$ cat src/rtl/intersection_pkg.sv
// rtl/intersection_pkg.sv - shared types and constants for the intersection controller
//   phase_e    : vehicle phase encoding, PREEMPT_HOLD included
//   light_t    : one-hot {red,yellow,green} lamp code
//   TIMER_W    : master countdown width; HOLD_VALUE is the frozen preemption count
package intersection_pkg;

  localparam int TIMER_W = 7;
  localparam logic [TIMER_W-1:0] HOLD_VALUE = 7'd127;

  typedef logic [2:0] light_t;
  localparam light_t RED    = 3'b100;
  localparam light_t YELLOW = 3'b010;
  localparam light_t GREEN  = 3'b001;

  typedef enum logic [2:0] {
    NS_GREEN     = 3'd0,
    NS_YELLOW    = 3'd1,
    ALL_RED_A    = 3'd2,
    EW_GREEN     = 3'd3,
    EW_YELLOW    = 3'd4,
    ALL_RED_B    = 3'd5,
    PREEMPT_HOLD = 3'd6
  } phase_e;

  function automatic light_t ns_light_of(input phase_e p);
    case (p)
      NS_GREEN:  return GREEN;
      NS_YELLOW: return YELLOW;
      default:   return RED;
    endcase
  endfunction

  function automatic light_t ew_light_of(input phase_e p);
    case (p)
      EW_GREEN:  return GREEN;
      EW_YELLOW: return YELLOW;
      default:   return RED;
    endcase
  endfunction

endpackage

$ cat src/rtl/intersection_controller_if.sv
// rtl/intersection_controller_if.sv - request/lamp/timer bundle between sequencer and its environment
//   master : drives sec_tick, ped_button_ns/ew (and emergency), observes lamps, timer, walk enables
//   slave  : the controller side
//   emergency exists only when EMERGENCY_PREEMPT_EN is defined
interface intersection_controller_if;
  import intersection_pkg::*;

  logic               sec_tick;
  logic               ped_button_ns;
  logic               ped_button_ew;
`ifdef EMERGENCY_PREEMPT_EN
  logic               emergency;
`endif
  light_t             ns_light;
  light_t             ew_light;
  logic [TIMER_W-1:0] master_timer;
  logic               ped_enable_ns;
  logic               ped_enable_ew;

  modport master (
    output sec_tick, ped_button_ns, ped_button_ew,
`ifdef EMERGENCY_PREEMPT_EN
    output emergency,
`endif
    input  ns_light, ew_light, master_timer, ped_enable_ns, ped_enable_ew
  );

  modport slave (
    input  sec_tick, ped_button_ns, ped_button_ew,
`ifdef EMERGENCY_PREEMPT_EN
    input  emergency,
`endif
    output ns_light, ew_light, master_timer, ped_enable_ns, ped_enable_ew
  );

endinterface

$ cat src/rtl/phase_timer.sv
// rtl/phase_timer.sv - loadable 7-bit seconds down-counter that never reaches zero
//   clk, reset_n   : clock, synchronous active-low reset (count returns to RESET_VALUE)
//   load_i         : load load_value_i this edge (wins over tick_i)
//   tick_i         : one-second strobe
//   count_o        : seconds remaining
//   expire_o       : tick_i while count is 1; the owner must load the next duration
module phase_timer import intersection_pkg::*; #(
  parameter logic [TIMER_W-1:0] RESET_VALUE = 7'd1
) (
  input  logic               clk,
  input  logic               reset_n,
  input  logic               load_i,
  input  logic [TIMER_W-1:0] load_value_i,
  input  logic               tick_i,
  output logic [TIMER_W-1:0] count_o,
  output logic               expire_o
);

  logic [TIMER_W-1:0] count_q, count_d;

  always_comb begin
    count_d = count_q;
    if (load_i) begin
      count_d = load_value_i;
    end else if (tick_i && (count_q > 7'd1)) begin
      count_d = count_q - 7'd1;
    end
  end

  always_ff @(posedge clk) begin
    if (!reset_n) begin
      count_q <= RESET_VALUE;
    end else begin
      count_q <= count_d;
    end
  end

  assign count_o  = count_q;
  assign expire_o = tick_i && (count_q == 7'd1);

endmodule

$ cat src/rtl/intersection_controller.sv
// rtl/intersection_controller.sv - NS/EW vehicle phase sequencer with pedestrian request latches
//   clk, reset_n : clock, synchronous active-low reset
//   bus (slave)  : sec_tick, ped_button_ns/ew in; ns_light, ew_light, master_timer,
//                  ped_enable_ns/ew out (all outputs registered)
//   EMERGENCY_PREEMPT_EN : adds the emergency input and the PREEMPT_HOLD phase
module intersection_controller import intersection_pkg::*; #(
  parameter int GREEN_TIME   = 40,
  parameter int YELLOW_TIME  = 4,
  parameter int ALL_RED_TIME = 2
) (
  input  logic                       clk,
  input  logic                       reset_n,
  intersection_controller_if.slave   bus
);

  localparam logic [TIMER_W-1:0] GREEN_T   = TIMER_W'(GREEN_TIME);
  localparam logic [TIMER_W-1:0] YELLOW_T  = TIMER_W'(YELLOW_TIME);
  localparam logic [TIMER_W-1:0] ALL_RED_T = TIMER_W'(ALL_RED_TIME);

  phase_e             state_q, state_d;
  logic               load;
  logic [TIMER_W-1:0] load_value;
  logic               timer_tick;
  logic               expire;
  logic [TIMER_W-1:0] timer;

  logic   req_ns_q, req_ns_d, req_ew_q, req_ew_d;
  logic   walk_ns_q, walk_ns_d, walk_ew_q, walk_ew_d;
  light_t ns_light_q, ns_light_d, ew_light_q, ew_light_d;
  logic   enter_ns, enter_ew;

  // The hold count stays pinned at HOLD_VALUE, so seconds are not counted there.
`ifdef EMERGENCY_PREEMPT_EN
  assign timer_tick = bus.sec_tick && (state_q != PREEMPT_HOLD);
`else
  assign timer_tick = bus.sec_tick;
`endif

  phase_timer #(.RESET_VALUE(ALL_RED_T)) u_phase_timer (
    .clk          (clk),
    .reset_n      (reset_n),
    .load_i       (load),
    .load_value_i (load_value),
    .tick_i       (timer_tick),
    .count_o      (timer),
    .expire_o     (expire)
  );

  always_comb begin
    state_d    = state_q;
    load       = 1'b0;
    load_value = '0;
    case (state_q)
      NS_GREEN: begin
`ifdef EMERGENCY_PREEMPT_EN
        if (bus.emergency) begin
          state_d    = NS_YELLOW;
          load       = 1'b1;
          load_value = YELLOW_T;
        end else
`endif
        if (expire) begin
          state_d    = NS_YELLOW;
          load       = 1'b1;
          load_value = YELLOW_T;
        end
      end
      NS_YELLOW: begin
        if (expire) begin
          state_d    = ALL_RED_A;
          load       = 1'b1;
          load_value = ALL_RED_T;
`ifdef EMERGENCY_PREEMPT_EN
          if (bus.emergency) begin
            state_d    = PREEMPT_HOLD;
            load_value = HOLD_VALUE;
          end
`endif
        end
      end
      ALL_RED_A: begin
        if (expire) begin
          state_d    = EW_GREEN;
          load       = 1'b1;
          load_value = GREEN_T;
        end
      end
      EW_GREEN: begin
`ifdef EMERGENCY_PREEMPT_EN
        if (bus.emergency) begin
          state_d    = EW_YELLOW;
          load       = 1'b1;
          load_value = YELLOW_T;
        end else
`endif
        if (expire) begin
          state_d    = EW_YELLOW;
          load       = 1'b1;
          load_value = YELLOW_T;
        end
      end
      EW_YELLOW: begin
        if (expire) begin
          state_d    = ALL_RED_B;
          load       = 1'b1;
          load_value = ALL_RED_T;
`ifdef EMERGENCY_PREEMPT_EN
          if (bus.emergency) begin
            state_d    = PREEMPT_HOLD;
            load_value = HOLD_VALUE;
          end
`endif
        end
      end
      ALL_RED_B: begin
        if (expire) begin
          state_d    = NS_GREEN;
          load       = 1'b1;
          load_value = GREEN_T;
        end
      end
`ifdef EMERGENCY_PREEMPT_EN
      PREEMPT_HOLD: begin
        if (!bus.emergency) begin
          state_d    = ALL_RED_B;
          load       = 1'b1;
          load_value = ALL_RED_T;
        end
      end
`endif
      default: begin
        // Unreachable encodings recover to the clearance phase before NS green.
        state_d    = ALL_RED_B;
        load       = 1'b1;
        load_value = ALL_RED_T;
      end
    endcase
  end

  // A press on the green-entry edge is served directly, so the latch ends cleared.
  // While a walk is showing, that direction's presses are dropped rather than queued.
  always_comb begin
    enter_ns   = (state_d == NS_GREEN) && (state_q != NS_GREEN);
    enter_ew   = (state_d == EW_GREEN) && (state_q != EW_GREEN);
    req_ns_d   = enter_ns ? 1'b0 : (req_ns_q | (bus.ped_button_ns & ~walk_ns_q));
    req_ew_d   = enter_ew ? 1'b0 : (req_ew_q | (bus.ped_button_ew & ~walk_ew_q));
    walk_ns_d  = enter_ns ? (req_ns_q | bus.ped_button_ns) : (walk_ns_q & (state_d == NS_GREEN));
    walk_ew_d  = enter_ew ? (req_ew_q | bus.ped_button_ew) : (walk_ew_q & (state_d == EW_GREEN));
    ns_light_d = ns_light_of(state_d);
    ew_light_d = ew_light_of(state_d);
  end

  always_ff @(posedge clk) begin
    if (!reset_n) begin
      state_q    <= ALL_RED_B;
      req_ns_q   <= 1'b0;
      req_ew_q   <= 1'b0;
      walk_ns_q  <= 1'b0;
      walk_ew_q  <= 1'b0;
      ns_light_q <= RED;
      ew_light_q <= RED;
    end else begin
      state_q    <= state_d;
      req_ns_q   <= req_ns_d;
      req_ew_q   <= req_ew_d;
      walk_ns_q  <= walk_ns_d;
      walk_ew_q  <= walk_ew_d;
      ns_light_q <= ns_light_d;
      ew_light_q <= ew_light_d;
    end
  end

  assign bus.ns_light      = ns_light_q;
  assign bus.ew_light      = ew_light_q;
  assign bus.master_timer  = timer;
  assign bus.ped_enable_ns = walk_ns_q;
  assign bus.ped_enable_ew = walk_ew_q;

endmodule

$ cat src/flat_wrapper.sv
// flat-port wrapper written by rule: the top's interface ports become plain ports
module intersection_controller_flat import intersection_pkg::*;
#(
  parameter int GREEN_TIME   = 40,
  parameter int YELLOW_TIME  = 4,
  parameter int ALL_RED_TIME = 2
)
  (clk, reset_n, bus_sec_tick, bus_ped_button_ns, bus_ped_button_ew, bus_ns_light, bus_ew_light, bus_master_timer, bus_ped_enable_ns, bus_ped_enable_ew);
  intersection_controller_if bus_i ();
  input  logic clk;
  input  logic reset_n;
  input wire logic [$bits(bus_i.sec_tick)-1:0] bus_sec_tick;
  input wire logic [$bits(bus_i.ped_button_ns)-1:0] bus_ped_button_ns;
  input wire logic [$bits(bus_i.ped_button_ew)-1:0] bus_ped_button_ew;
  output wire logic [$bits(bus_i.ns_light)-1:0] bus_ns_light;
  output wire logic [$bits(bus_i.ew_light)-1:0] bus_ew_light;
  output wire logic [$bits(bus_i.master_timer)-1:0] bus_master_timer;
  output wire logic [$bits(bus_i.ped_enable_ns)-1:0] bus_ped_enable_ns;
  output wire logic [$bits(bus_i.ped_enable_ew)-1:0] bus_ped_enable_ew;
  assign bus_i.sec_tick = bus_sec_tick;
  assign bus_i.ped_button_ns = bus_ped_button_ns;
  assign bus_i.ped_button_ew = bus_ped_button_ew;
  assign bus_ns_light = bus_i.ns_light;
  assign bus_ew_light = bus_i.ew_light;
  assign bus_master_timer = bus_i.master_timer;
  assign bus_ped_enable_ns = bus_i.ped_enable_ns;
  assign bus_ped_enable_ew = bus_i.ped_enable_ew;
  intersection_controller #(.GREEN_TIME(GREEN_TIME), .YELLOW_TIME(YELLOW_TIME), .ALL_RED_TIME(ALL_RED_TIME)) u_core (.clk(clk), .reset_n(reset_n), .bus(bus_i));
endmodule
$ cat config.mk
export PLATFORM = sky130hd
export DESIGN_NAME = intersection_controller_flat
export DESIGN_NICKNAME = d
export VERILOG_FILES = /design/src/rtl/intersection_pkg.sv /design/src/rtl/intersection_controller_if.sv /design/src/rtl/phase_timer.sv /design/src/rtl/intersection_controller.sv /design/src/flat_wrapper.sv
export SDC_FILE = /design/constraint.sdc
export NUM_CORES = 1
export LEC_CHECK = 0
export CORE_MARGIN = 8
export CORE_UTILIZATION = 40
export DETAILED_ROUTE_END_ITERATION = 7
export GPL_TIMING_DRIVEN = 0
export PLACE_DENSITY = 0.77
export SLEW_MARGIN = 20
export SYNTH_ARGS = -nofsm -noshare
export SYNTH_HDL_FRONTEND = slang
export SYNTH_SLANG_ARGS = --single-unit
$ cat constraint.sdc
create_clock -name clk -period 1.85 [get_ports clk]
set_clock_uncertainty 0.05 [all_clocks]
set_input_delay 0.37 -clock clk [delete_from_list [all_inputs] [get_ports clk]]
set_output_delay 0.37 -clock clk [all_outputs]
set_load 0.02 [all_outputs]
---- Yosys cells after proc, flatten, opt, wreduce, memory -nomap -nowiden ----
Index checks and enable logic that the tools add are counted.
storage, ports and cells
  input port bits ......................... 5
  memories ................................ 0
  ROM bits ................................ 0
  register bits ........................... 20
  output and inout port bits .............. 15
  RAM bits ................................ 0
  latch bits .............................. 0
cells by class
  magnitude comparators ................... 1
  divide/modulo/power cells ............... 0
  shift operators ......................... 0
  bitwise gates (word level) .............. 11
  add/sub/neg operators ................... 1
  reduce and logical (&&, ||, !) cells .... 14
  equal/unequal tests ..................... 10
  multiply operators ...................... 0
  muxes and demuxes ....................... 19
operator list
  kind                 number
  $mux 3               7
  $pmux 7 s3           1
  $pmux 3 s6           1
  $mux 7               2
  $pmux 3 s2           2
  $reduce_or 2->1      5
  $eq 3x2->1 const B   3
  $eq 3x3->1 const B   3
  $eq 7x1->1 const B   1
  $gt 7x1->1 const B   1
  $sub 7x1->7 const B  1
  $eq 3x1->1 const B   2
  $logic_not 3->1      2
  $mux 6               1
  $reduce_or 6->1      1
  $and 1x1->1          4
  $logic_and 1x1->1    4
  $mux 1               4
  $or 1x1->1           4
  $ne 3x2->1 const B   1
  $not 1->1            3
  $reduce_bool 3->1    1
  $mux 2               1
  $reduce_bool 2->1    1

---- Longest topological paths before layout ----
Gate-level depths: netlist of run 1.
  depth in word-level cells ............... 7
  gate-level depth with buffers ........... 7
  depth with buffers taken out ............ 6

---- Modules after synthesis ----
From an unflattened synthesis of run 1, not the netlist that was laid out.
unflattened totals
  cells, all modules ...................... 119
  area, all modules ....................... 1,038.5 sq um
modules (own cells, without submodules)
  module                   times used  seq. area each (sq um)  cells an instance  area an instance (sq um)
  intersection_controller  1           260.2                   64                 583.1
  phase_timer              1           140.1                   55                 455.4

---- Worst setup path before layout of run 1 ----
No wires, ideal clock.
  kind .................................... register to register
  start ................................... register u_core.u_phase_timer.count_q[1] (netlist: u_core.u_phase_timer.count_o[1])
  end ..................................... register u_core.u_phase_timer.count_q[1] (netlist: u_core.u_phase_timer.count_o[1])
  arrival time ............................ 1.702 ns
  data required time ...................... 1.664 ns
  path buffers ............................ 1
  setup slack ............................. -0.038 ns
  period minus slack after synthesis ...... 1.888 ns
  cell stages (with the launch flop) ...... 8
  path through ............................ dfxtp_1 -> inv_1 -> ha_1 -> and3b_1 -> and3_1 -> buf_4 -> a221oi_1 -> o211ai_1
between the ends
  longest elaborated chain between the ends .. 5
  elaborated cells on any way between the ends .. 12
  classes of those cells .................. add/sub (1); order compare (1); eq/ne (1); mux (6); reduce/logical (3)
ends and longest elaborated chain
  element                                              line               text
  start, declared                                      phase_timer.sv:19  logic [TIMER_W-1:0] count_q, count_d;
  start signal, assigned                               phase_timer.sv:34  count_q <= count_d;
  branches (longest 5 deep; another with $sub 7x1->7)  -
Parallel ways; which one is timed is not known. The select of a mux whose other input is x is not followed.
A chain may end at the register's enable or synchronous reset.

---- Worst setup path in the final report of run 1 ----
  start ................................... register u_core.u_phase_timer.count_q[5] (netlist: u_core.u_phase_timer.count_o[5])
  end ..................................... register u_core.walk_ew_q (netlist: u_core.bus.ped_enable_ew)
between the ends
  longest elaborated chain between the ends .. 7
  elaborated cells on any way between the ends .. 13
  classes of those cells .................. eq/ne (2); mux (8); bitwise (1); reduce/logical (2)
ends and longest elaborated chain
  element                                                  line                                                            text
  $eq 7x1->1 (*)                                           phase_timer.sv:39                                               assign expire_o = tick_i && (count_q == 7'd1);
  $logic_and 1x1->1 (*)                                    phase_timer.sv:39
  $mux 3 (tied with other cells)                           intersection_controller.sv:116                                  if (expire) begin
  $pmux 3 s6 (*)                                           intersection_controller.sv:53                                   case (state_q)
  $eq 3x2->1 (*)                                           intersection_controller.sv:144, intersection_controller.sv:148
  $and 1x1->1 / $logic_and 1x1->1 (equally long branches)  intersection_controller.sv:148, intersection_controller.sv:144
  $mux 1 (*)                                               intersection_controller.sv:148                                  walk_ew_d = enter_ew ? (req_ew_q | bus.ped_button_ew) : (walk_ew_q & (state_d == EW_GREEN));
  end signal, assigned                                     intersection_controller.sv:167                                  walk_ew_q <= walk_ew_d;
  end, declared                                            intersection_controller.sv:28                                   logic walk_ns_q, walk_ns_d, walk_ew_q, walk_ew_d;
Every way passes the cells marked *; elsewhere a longest branch is shown, timed or not.

==> key figures, run 1 <==
Clock network
  – Total CTS buffers: 3
  – Reg clk slew, reported paths: 0.12 ns
  – CTS Root Cell: clkbuf_4
  – CTS max path bufs: 2
  – CTS Hold Bufs: 0
  – H-tree depth: 1
  – CTS tree: built
  – Clock Latency Late Sink: slightly above 0.3 ns
  – CTS Sinks: 20

Synthesis
  – Syn Nets: between 100 and 150
  – Synth async-reset ratio: 0%
  – Post-Syn Area: 0.00107 sq mm
  – Predominant post-synthesis flop cell: dfxtp_1
  – Register area share after synthesis: between 30% and 40%
  – Warnings, synthesis: 0
  – FF+latch count, synth: 20
  – Number of flops mapped to enable cells by yosys: 0
  – Count of different cell masters after synthesis: 45
  – Syn avg cell area: around 9 sq um
  – Cells after Synth: 119

Floorplan
  – # rows: 18
  – Core Region: between 0.002 and 0.0025 sq mm
  – Die area: roughly 0.0046 sq mm
  – Die Span X: between 60 and 70 um
  – Chip height: about 68 um
  – Starting density of the core: 42.8%
  – Top Ports: 20

Timing
  – Min Hold Slack: roughly 0.47 ns
  – Post-route minimum period: roughly 1.8 ns
  – RSZ-0062 raised after global routing: true
  – Final setup viols: 0
  – Measured slew at the worst slew-check pin: 0.453 ns
  – Period utilization: between 90% and 100%
  – Final hold vios: 0
  – Max-slew headroom at the worst pin: about 70%
  – Fmax achieved: 563 MHz
  – Final Max Slew Viols: 0
  – Setup TNS: 0 ns

Critical path
  – Worst Path Max Fanout: 7
  – Critical Path AT: around 2.0 ns
  – CP Capture Type: register
  – Type of origin of the critical path: register
  – Setup CP Type: register to register
  – Worst EP required: 2.05 ns

Routing
  – Starting DRC count in detailed routing: 15
  – DR vias: ~1000
  – Remaining antenna violation count: 0
  – DRC errors left: 0
  – Wirelength, routed: 2.60 mm
  – Via density: 5.62
  – Pre-antenna DRT Iters: 4
  – Routed len/inst: between 15 and 20 um

Flow run
  – Number of max-cap violations: 0

Cells and area
  – Fill count: 241
  – Final #Nets: roughly 150
  – Reg area: ~410 sq um
  – Final Non-Filler Cells: around 170
  – Share of cells above drive strength 1: about 17%
  – Footprint of the multi-input gates: about 630 sq um
  – Area grow syn2layout: 28.8%
  – N_diodes: 0
  – Final core utilization: 55.1%

Placed design
  – Placed Instances: between 150 and 200
  – Routability cong.: between 0.8 and 0.9
  – Post-DP HPWL: 1.91 mm
  – I/O Buffers: 19

Global routing
  – Largest net degree at the start of global routing: 13
  – GR Overflow Total: 0
  – Initial antenna violation count: 0
  – First-pass GRT wire length: approximately 4.4 mm
  – GRT Resource Usage Total: around 12%
  – Via count of the first global-routing pass: slightly above 1000

Pwr
  – Sw Pwr: about 0.00036 W
  – Leakage power total: between 0.5 and 0.6 nW
  – Power Total: between 0.001 and 0.0015 W
  – Combinational share of power: around a quarter
  – Sequential cell fraction of total power: about 43%
  – Internal Power: 0.000823 W
  – Pwr dens: 856 mW/mm^2
  – Clock power frac: roughly 31%
  – Net switching fraction of the power: between 30% and 40%
  – Max VDD drop: about 0.53 mV

Outcome
  – Outcome: finished clean

Min path
  – Worst hold-check path type: register to register
==> layer usage <==
layer	track usage (%)	vias to the layer above	wire length (um)
met3	4.80	2	216
met4	2.61	0	8
met2	22.0	25	1260
met5	0	-	0
li1	-	489	-
met1	12.8	457	1110
==> timing repair <==
item / in CTS / in global routing
endpoints found under the hold margin: 0 / 0
endpoints found under the setup margin: 10 / 8
pin swaps: 0 / 1
buffers inserted: 1 / 0
gates resized for setup: 9 / 5
==> per-stage QoR <==
stage / setup WS, ns / area [sq um]
after global routing: -0.0363 / 1380
after CTS: 0.0310 / 1360
final: 0.0728 / 1380
after global placement: -0.318 / 1300
after detailed placement: -0.348 / 1300
after floorplan: 0.0764 / 1070
==> flip-flops by register name, summed over array words and instances (netlist names) <==
| name | count |
|---|---|
| u_core.u_phase_timer.count_o | 7 |
| u_core.bus.ew_light | 3 |
| u_core.bus.ns_light | 3 |
| u_core.state_q | 3 |
| u_core.bus.ped_enable_ew | 1 |
| u_core.bus.ped_enable_ns | 1 |
| u_core.req_ew_q | 1 |
| u_core.req_ns_q | 1 |
==> power groups by stage <==
stage / sequential [W] / clock (W) / combinational, W
5_1_grt: 0.000515 / 0.000386 / 0.000336
3_5_place_dp: 0.000518 / 0 / 0.000305
3_3_place_gp: 0.000516 / 0 / 0.000299
4_1_cts: 0.000506 / 0.000368 / 0.000308
6_report: 0.000508 / 0.000361 / 0.000310
2_1_floorplan: 0.000537 / 0 / 0.000183
==> cells in the final DEF, fill, tap and decap left out, types with 5 or more instances in the layout <==
cell type	count
dfxtp_1	17
clkdlybuf4s50_1	12
nor2_1	8
nand2_1	7
inv_1	6
a21oi_1	6
nor3_1	6
dlygate4sd2_1	5
==> kinds of logic (layout without fill, tap and decap cells) <==
kind of cell,count (synthesis),in the layout,synth area share [%]
DFF,20,20,37.4
adders and majority gates,2,2,2.34
xor gates and xnor gates,7,7,5.73
buffers and inverters,13,37,5.15
AOI/OAI and AO/OA,31,31,21.8
muxes,2,2,2.22
and+or+nand+nor,44,44,25.4
==> final timing paths <==
path	from	end	slack, ns	cells past startpoint
max	u_core.u_phase_timer.count_o[5]	u_core.bus.ped_enable_ew	0.07	4
min	u_core.bus.ped_enable_ew	u_core.bus.ped_enable_ew	0.47	2
max reg2reg	u_core.u_phase_timer.count_o[5]	u_core.bus.ped_enable_ew	0.07	4
min reg2reg	u_core.bus.ped_enable_ew	u_core.bus.ped_enable_ew	0.47	2
==> worst max-delay path, stage by stage, from the launching register on <==
cell and delay [ns]:
dfxtp_1 0.40, nor4_4 0.46, nand2_1 0.26, or3_1 0.42, a21oi_1 0.13
==> final cells by class <==
class / instances / share of cell area (%)
multi-input combinational: 86 / 45.7
sequential: 20 / 29.5
timing repair buffer: 20 / 14.3
tap: 30 / 2.72
buffer: 7 / 2.36
clock inverter: 1 / 2.18
clock buffer: 3 / 1.63
inverter: 6 / 1.63
==> cell usage after synthesis, types with 3 or more instances <==
library cell / number / area, sq um
dfxtp_1: 20 / 400
o21ai_0: 4 / 20.0
a31oi_1: 3 / 18.8
nor4_1: 3 / 18.8
nor3_1: 6 / 30.0
nand2_1: 7 / 26.3
nand3_1: 3 / 15.0
inv_1: 6 / 22.5
clkbuf_1: 4 / 15.0
a21oi_1: 6 / 30.0
o2111ai_1: 3 / 26.3
nor2_1: 8 / 30.0
xor2_1: 3 / 26.3
xnor2_1: 4 / 35.0
(Power assumes the default switching activity.)
==> run 2, diff against run 1 <==
Settings changed: CORE_MARGIN 8 to 4, CORE_UTILIZATION 40 to 45, PLACE_DENSITY 0.77 to 0.84.
==> run 2 against run 1 <==
  * Final cell count stayed put
  * Critical endpoint is now bus_master_timer[0]
  * Highest routed layer unchanged
  * Non-clock buffer count grew 2
  * Final area is 2.4% higher
==> key figures, run 2 (synthesis gave the netlist of run 1 again) <==
Routing
  – DR top layer: met4 (unchanged)
  – Wirelength, routed: 2.51 mm (was 2.60 mm)
  – Met3 wire length: 149 um (was 216 um)
  – DRC errors left: 0 (unchanged)
  – Remaining antenna violation count: 0 (unchanged)
  – Via density: 5.62 (unchanged)
  – Routed len/inst: 14.5 um (was 15.0 um)
  – Met1 wire length: 1.15 mm (was 1.11 mm)
  – Met2 WL: 1.20 mm (was 1.26 mm)
  – DR vias: 973 (unchanged)
  – Pre-antenna DRT Iters: 4 (unchanged)
  – Starting DRC count in detailed routing: 29 (was 15)

Cells and area
  – Max reg flops: 7 (unchanged)
  – Commonest cells after routing, fill and taps aside: dfxtp_1 (17), clkdlybuf4s50_1 (13), nor2_1 (8), nand2_1 (7), a21oi_1 (6) (was dfxtp_1 (17), clkdlybuf4s50_1 (12), nor2_1 (8), nand2_1 (7))
  – Final core utilization: 63.1% (was 55.1%)
  – Leading cell type in the layout, fill and taps excluded: dfxtp_1 (unchanged)
  – Share of cells above drive strength 1: 20.0% (was 17.5%)
  – Area grow syn2layout: 31.8% (was 28.8%)
  – Final #Nets: 153 (was 151)
  – N_diodes: 0 (unchanged)
  – Fill count: 201 (was 241)

Pwr
  – Pwr dens: 855 mW/mm^2 (was 856 mW/mm^2)
  – Leakage power total: 0.541 nW (was 0.525 nW)
  – Max VDD drop: 0.611 mV (was 0.533 mV)
  – Power Total: 0.00121 W (was 0.00118 W)

Critical path
  – Type of origin of the critical path: register (unchanged)
  – Setup CP Type: register to output pin (was register to register)
  – Worst EP required: 1.43 ns (was 2.05 ns)
  – CP Capture Type: output pin (was register)
  – Worst Path Max Fanout: 7 (unchanged)
  – Critical-path top delay cell: clkdlybuf4s50_1 (was nor4_4)
  – Sum of buffers and inverters on the critical path: 1 (was 0)
  – Critical path's top delay family: buffers and inverters (was simple AND/OR/NAND/NOR gates)
  – Critical Path AT: 1.37 ns (was 1.97 ns)
  – Critical-path cell list: clkdlybuf4s50_1 (was nor4_4 -> nand2_1 -> or3_1 -> a21oi_1)
  – Worst path max stage delay: 0.64 ns (was 0.46 ns)

Floorplan
  – # rows: 17 (was 18)
  – Die area: 0.00322 sq mm (was 0.00459 sq mm)
  – Chip height: 56.8 um (was 67.7 um)
  – Starting density of the core: 47.9% (was 42.8%)
  – Top Ports: 20 (unchanged)
  – Core Region: 0.00223 sq mm (was 0.00250 sq mm)
  – Die Span X: 56.8 um (was 67.7 um)

Clock network
  – CTS max path bufs: 2 (unchanged)
  – CTS Sinks: 20 (unchanged)
  – Reg clk slew, reported paths: 0.11 ns (was 0.12 ns)
  – Total CTS buffers: 3 (unchanged)
  – CTS Hold Bufs: 0 (unchanged)
  – CTS Root Cell: clkbuf_4 (unchanged)
  – Clock Latency Late Sink: 0.31 ns (about the same)
  – CTS tree: built (unchanged)
  – H-tree depth: 1 (unchanged)

Global routing
  – Largest net degree at the start of global routing: 13 (unchanged)
  – First-pass GRT wire length: 4.13 mm (was 4.37 mm)
  – GR Overflow Total: 0 (unchanged)
  – Initial antenna violation count: 0 (unchanged)
  – GRT Resource Usage Total: 15.5% (was 12.1%)
  – Via count of the first global-routing pass: 905 (was 1015)

Timing
  – Final hold vios: 0 (unchanged)
  – Max-slew headroom at the worst pin: 69.0% (was 69.8%)
  – Period utilization: 96.8% (was 96.1%)
  – Min Hold Slack: 0.475 ns (was 0.473 ns)
  – Fmax achieved: 558 MHz (was 563 MHz)
  – Setup TNS: 0 ns (unchanged)
  – Measured slew at the worst slew-check pin: 0.465 ns (was 0.453 ns)
  – Final setup viols: 0 (unchanged)
  – Post-route minimum period: 1.79 ns (was 1.78 ns)
  – Setup ws final: 0.0584 ns (was 0.0728 ns)
  – Final Max Slew Viols: 0 (unchanged)

Flow run
  – Number of max-cap violations: 0 (unchanged)

Placed design
  – Pre-CTS setup slack: -0.312 ns (was -0.348 ns)
  – Routability cong.: 0.866 (was 0.875)
  – Post-DP HPWL: 1.71 mm (was 1.91 mm)
  – I/O Buffers: 19 (unchanged)

Min path
  – Worst hold-check path type: input port to register (was register to register)

Outcome
  – Outcome: finished clean (unchanged)
==> run 2: cell types whose count changed in the layout (fill, tap and decap cells not counted), sizes merged <==
cell	delta
clkdlybuf4s50	+1
dlygate4sd2	-2
buf	+2
dlymetal6s2s	+1
==> run 2: layout make-up <==
cell class	count	area, sq um	share of cell area [%]
Buffer	7	32.5	2.31
Clock buffer	3	22.5	1.60
Clock inverter	1	30.0	2.13
Inverter	6	22.5	1.60
Multi-Input combinational cell	86	644	45.7
Sequential cell	20	407	28.8
Tap cell	28	35.0	2.48
Timing Repair Buffer	22	216	15.4
==> run 2: routing by layer <==
layer / global-route usage [%] / up-vias
met1: 21.4 / 448
met5: 0 / -
met2: 24.8 / 29
li1: - / 494
met3: 3.22 / 2
met4: 3.31 / 0
==> run 2: what timing repair did <==
action                                  CTS  global route
resized for setup                         5            11
pin swaps                                 0             2
endpoints found under the setup margin    5            14
setup buffers                             0             3
==> run 2: worst paths after layout <==
kind | endpoint | startpoint | depth (start not counted) | slack (ns)
min reg2reg | u_core.bus.ped_enable_ew | u_core.bus.ped_enable_ew | 2 | 0.48
max | bus_master_timer[0] | u_core.u_phase_timer.count_o[0] | 1 | 0.06
max reg2reg | u_core.u_phase_timer.count_o[1] | u_core.u_phase_timer.count_o[1] | 7 | 0.10
min | u_core.u_phase_timer.count_o[1] | bus_sec_tick | 3 | 0.48
==> run 2: where the power goes <==
| part | switching (W) | internal [W] | total (W) | leakage (nW) |
|---|---|---|---|---|
| Sequential | 0.0000493 | 0.000463 | 0.000512 | 0.164 |
| Combinational | 0.000175 | 0.000156 | 0.000331 | 0.349 |
| Clock | 0.000143 | 0.000219 | 0.000362 | 0.0279 |
==> run 2: metrics by stage <==
stage	area, sq um	std cells
2_1_floorplan	1070	119
3_3_place_gp	1300	166
3_5_place_dp	1300	166
4_1_cts	1350	170
5_1_grt	1410	173
6_report	1410	173
==> run 3, diff against run 2 <==
Clock period 1.85 ns to 1.6 ns, I/O delays scaled along.
==> run 3 against run 2 <==
  * The flow now finishes with violations (negative setup slack)
  * Register-to-register slack worse by 0.13 ns
  * Largest power group unchanged
  * Clock power about the same
  * Die area unchanged
  * Global-route usage up 2.5 points
  * Sequential share of layout area down 1.1 points
  * Flip-flop and latch count unchanged
  * Core utilization up 4.4 points
  * Sequential power up 16%
  * Wire length up 11%
  * Critical path depth up 4
==> key figures, run 3 (synthesis gave the netlist of run 1 again) <==
Pwr
  – Clock power frac: 26.1% (was 30.0%)
  – Pwr dens: 925 mW/mm^2 (was 855 mW/mm^2)
  – Sequential cell fraction of total power: 42.5% (about the same)
  – Leakage power total: 0.608 nW (was 0.541 nW)
  – Internal Power: 0.000931 W (was 0.000837 W)
  – Power Total: 0.00140 W (was 0.00121 W)
  – Max VDD drop: 0.691 mV (was 0.611 mV)
  – Combinational share of power: 31.4% (was 27.5%)
  – Net switching fraction of the power: 33.3% (was 30.5%)
  – Sw Pwr: 0.000464 W (was 0.000368 W)

Placed design
  – I/O Buffers: 19 (unchanged)
  – Routability cong.: 0.827 (was 0.866)
  – Post-DP HPWL: 1.75 mm (was 1.71 mm)
  – Placed Instances: 166 (unchanged)
  – Area after detailed placement: 0.00133 sq mm (was 0.00130 sq mm)
  – Pre-CTS setup slack: -0.490 ns (was -0.312 ns)

Clock network
  – Clock Latency Late Sink: 0.32 ns (was 0.31 ns)
  – CTS Root Cell: clkbuf_4 (unchanged)
  – CTS tree: built (unchanged)
  – CTS Hold Bufs: 0 (unchanged)
  – CTS max path bufs: 2 (unchanged)
  – Reg clk slew, reported paths: 0.13 ns (was 0.11 ns)
  – CTS Sinks: 20 (unchanged)
  – Total CTS buffers: 3 (unchanged)
  – H-tree depth: 1 (unchanged)

Routing
  – Starting DRC count in detailed routing: 16 (was 29)
  – DRC errors left: 0 (unchanged)
  – DR vias: 1022 (was 973)
  – Remaining antenna violation count: 0 (unchanged)
  – Routed len/inst: 15.6 um (was 14.5 um)
  – Via density: 5.74 (was 5.62)
  – Pre-antenna DRT Iters: 4 (unchanged)
  – Wirelength, routed: 2.78 mm (was 2.51 mm)

Floorplan
  – Chip height: 56.8 um (unchanged)
  – # rows: 17 (unchanged)
  – Top Ports: 20 (unchanged)
  – Starting density of the core: 47.9% (unchanged)
  – Core Region: 0.00223 sq mm (unchanged)
  – Die area: 0.00322 sq mm (unchanged)
  – Die Span X: 56.8 um (unchanged)

Critical path
  – CP Capture Type: register (was output pin)
  – Setup CP Type: register to register (was register to output pin)
  – Type of origin of the critical path: register (unchanged)
  – Flop2flop setup slack: -0.03 ns (was 0.10 ns)
  – Critical Path AT: 1.84 ns (was 1.37 ns)
  – Reg2Reg Depth: 5 (was 7)
  – Setup crit start: u_core.u_phase_timer.count_o[0] (unchanged)
  – RR Startpoint: u_core.u_phase_timer.count_o[0] (was u_core.u_phase_timer.count_o[1])
  – R2r endpoint: u_core.bus.ped_enable_ew (was u_core.u_phase_timer.count_o[1])
  – Worst Path Max Fanout: 7 (unchanged)
  – CP endpoint: u_core.bus.ped_enable_ew (was bus_master_timer[0])
  – Worst EP required: 1.81 ns (was 1.43 ns)

Global routing
  – Initial antenna violation count: 0 (unchanged)
  – Met2 track demand over resource: 31.2% (was 24.8%)
  – Met1 usage: 21.9% (was 21.4%)
  – GR met3 Demand/Resource: 3.22% (unchanged)
  – GRT Resource Usage Total: 18.0% (was 15.5%)
  – First-pass GRT wire length: 4.64 mm (was 4.13 mm)
  – GR peak layer: met2 (unchanged)
  – Via count of the first global-routing pass: 1004 (was 905)
  – Largest net degree at the start of global routing: 13 (unchanged)
  – GR Overflow Total: 0 (unchanged)

Cells and area
  – Reg area: 419 sq um (was 407 sq um)
  – N_diodes: 0 (unchanged)
  – Area grow syn2layout: 41.1% (was 31.8%)
  – Fill count: 185 (was 201)
  – Footprint of the multi-input gates: 703 sq um (was 644 sq um)
  – Final Non-Filler Cells: 178 (was 173)
  – Commonest cells after routing, fill and taps aside: dfxtp_1 (15), dlygate4sd2_1 (13), buf_4 (10), nor2_1 (8), nand2_1 (7) (was dfxtp_1 (17), clkdlybuf4s50_1 (13), nor2_1 (8), nand2_1 (7), a21oi_1 (6))
  – Max reg flops: 7 (unchanged)
  – Leading cell type in the layout, fill and taps excluded: dfxtp_1 (unchanged)
  – Final instance area: 0.00151 sq mm (was 0.00141 sq mm)
  – Share of cells above drive strength 1: 30.7% (was 20.0%)
  – Final #Nets: 158 (was 153)

Timing
  – Measured slew at the worst slew-check pin: 0.369 ns (was 0.465 ns)
  – Period utilization: 102%
  – Final Max Slew Viols: 0 (unchanged)
  – Max-slew headroom at the worst pin: 75.2% (was 69.0%)
  – Setup TNS: -0.0421 ns (was 0 ns)
  – Fmax achieved: between 600 and 700 MHz
  – Final setup viols: 3 (was 0)
  – RSZ-0062 raised after global routing: true
  – Final hold vios: 0 (unchanged)
  – Setup ws final: -0.0288 ns (was 0.0584 ns)
  – Post-route minimum period: approximately 1.6 ns

Outcome
  – Failing checks: negative setup slack
  – Outcome: finished, violations left (was finished clean)

Min path
  – Worst hold-check path type: register to register (was input port to register)

Flow run
  – Number of max-cap violations: 0 (unchanged)
==> run 3: cell types whose count changed in the layout (fill, tap and decap cells not counted), moves of 3 or more <==
cell | previous run | this run
dfxtp_4 | 1 | 5
buf_4 | 4 | 10
dlygate4sd2_1 | 3 | 13
clkdlybuf4s50_1 | 13 | 3
clkbuf_2 | 0 | 3
clkbuf_1 | 4 | 0
==> run 3: what timing repair did <==
item | in CTS | in global routing
pin swaps | 11 | 2
cloned | 0 | 0
resized for setup | 25 | 11
buffers inserted | 8 | 2
endpoints found under the setup margin | 30 | 15
==> run 3: routing by layer <==
metal	share of wire (%)	routed length, um
met5	0	0
met4	2.2	61
met3	5.8	160
met2	48	1330
met1	44	1220
==> run 3: worst min path at each step <==
stage	cells after the start	endpoint	from	slack, ns
floorplan	2	u_core.u_phase_timer.count_o[1]	bus_sec_tick	0.44
global route	2	u_core.bus.ped_enable_ew	u_core.bus.ped_enable_ew	0.51
finish	2	u_core.bus.ped_enable_ew	u_core.bus.ped_enable_ew	0.47
CTS	2	u_core.bus.ped_enable_ew	u_core.bus.ped_enable_ew	0.47
detailed placement	2	u_core.bus.ped_enable_ew	u_core.bus.ped_enable_ew	0.45
global placement	2	u_core.bus.ped_enable_ew	u_core.bus.ped_enable_ew	0.44
==> run 3: critical path, cell delays in order, from the launching register on <==
cell and delay, ns:
dfxtp_4 0.44, ha_4 0.17, and3b_2 0.23, nand2_1 0.17
or3_1 0.39, a21oi_1 0.13
==> run 3: final cells by class <==
cell class / instances / area share [%]
multi-input combinational: 86 / 46.6
sequential: 20 / 27.8
timing repair buffer: 29 / 17.0
inverter: 6 / 1.49
clock buffer: 4 / 3.15
tap: 28 / 2.32
buffer: 5 / 1.66
==> run 3: power groups by stage <==
stage / clock, W / sequential, W / combinational (W)
after floorplan: 0 / 0.000628 / 0.000219
after global placement: 0 / 0.000604 / 0.000353
after detailed placement: 0 / 0.000605 / 0.000359
after CTS: 0.000358 / 0.000592 / 0.000406
after global routing: 0.000383 / 0.000600 / 0.000474
final: 0.000365 / 0.000593 / 0.000438
==> run 3: per-stage QoR <==
stage          hold slack (ns)  util, %
2_1_floorplan            0.441        -
4_1_cts                  0.469     65.7
3_5_place_dp             0.454     59.7
3_3_place_gp             0.439     59.7
6_report                 0.469     67.6
5_1_grt                  0.508     67.6
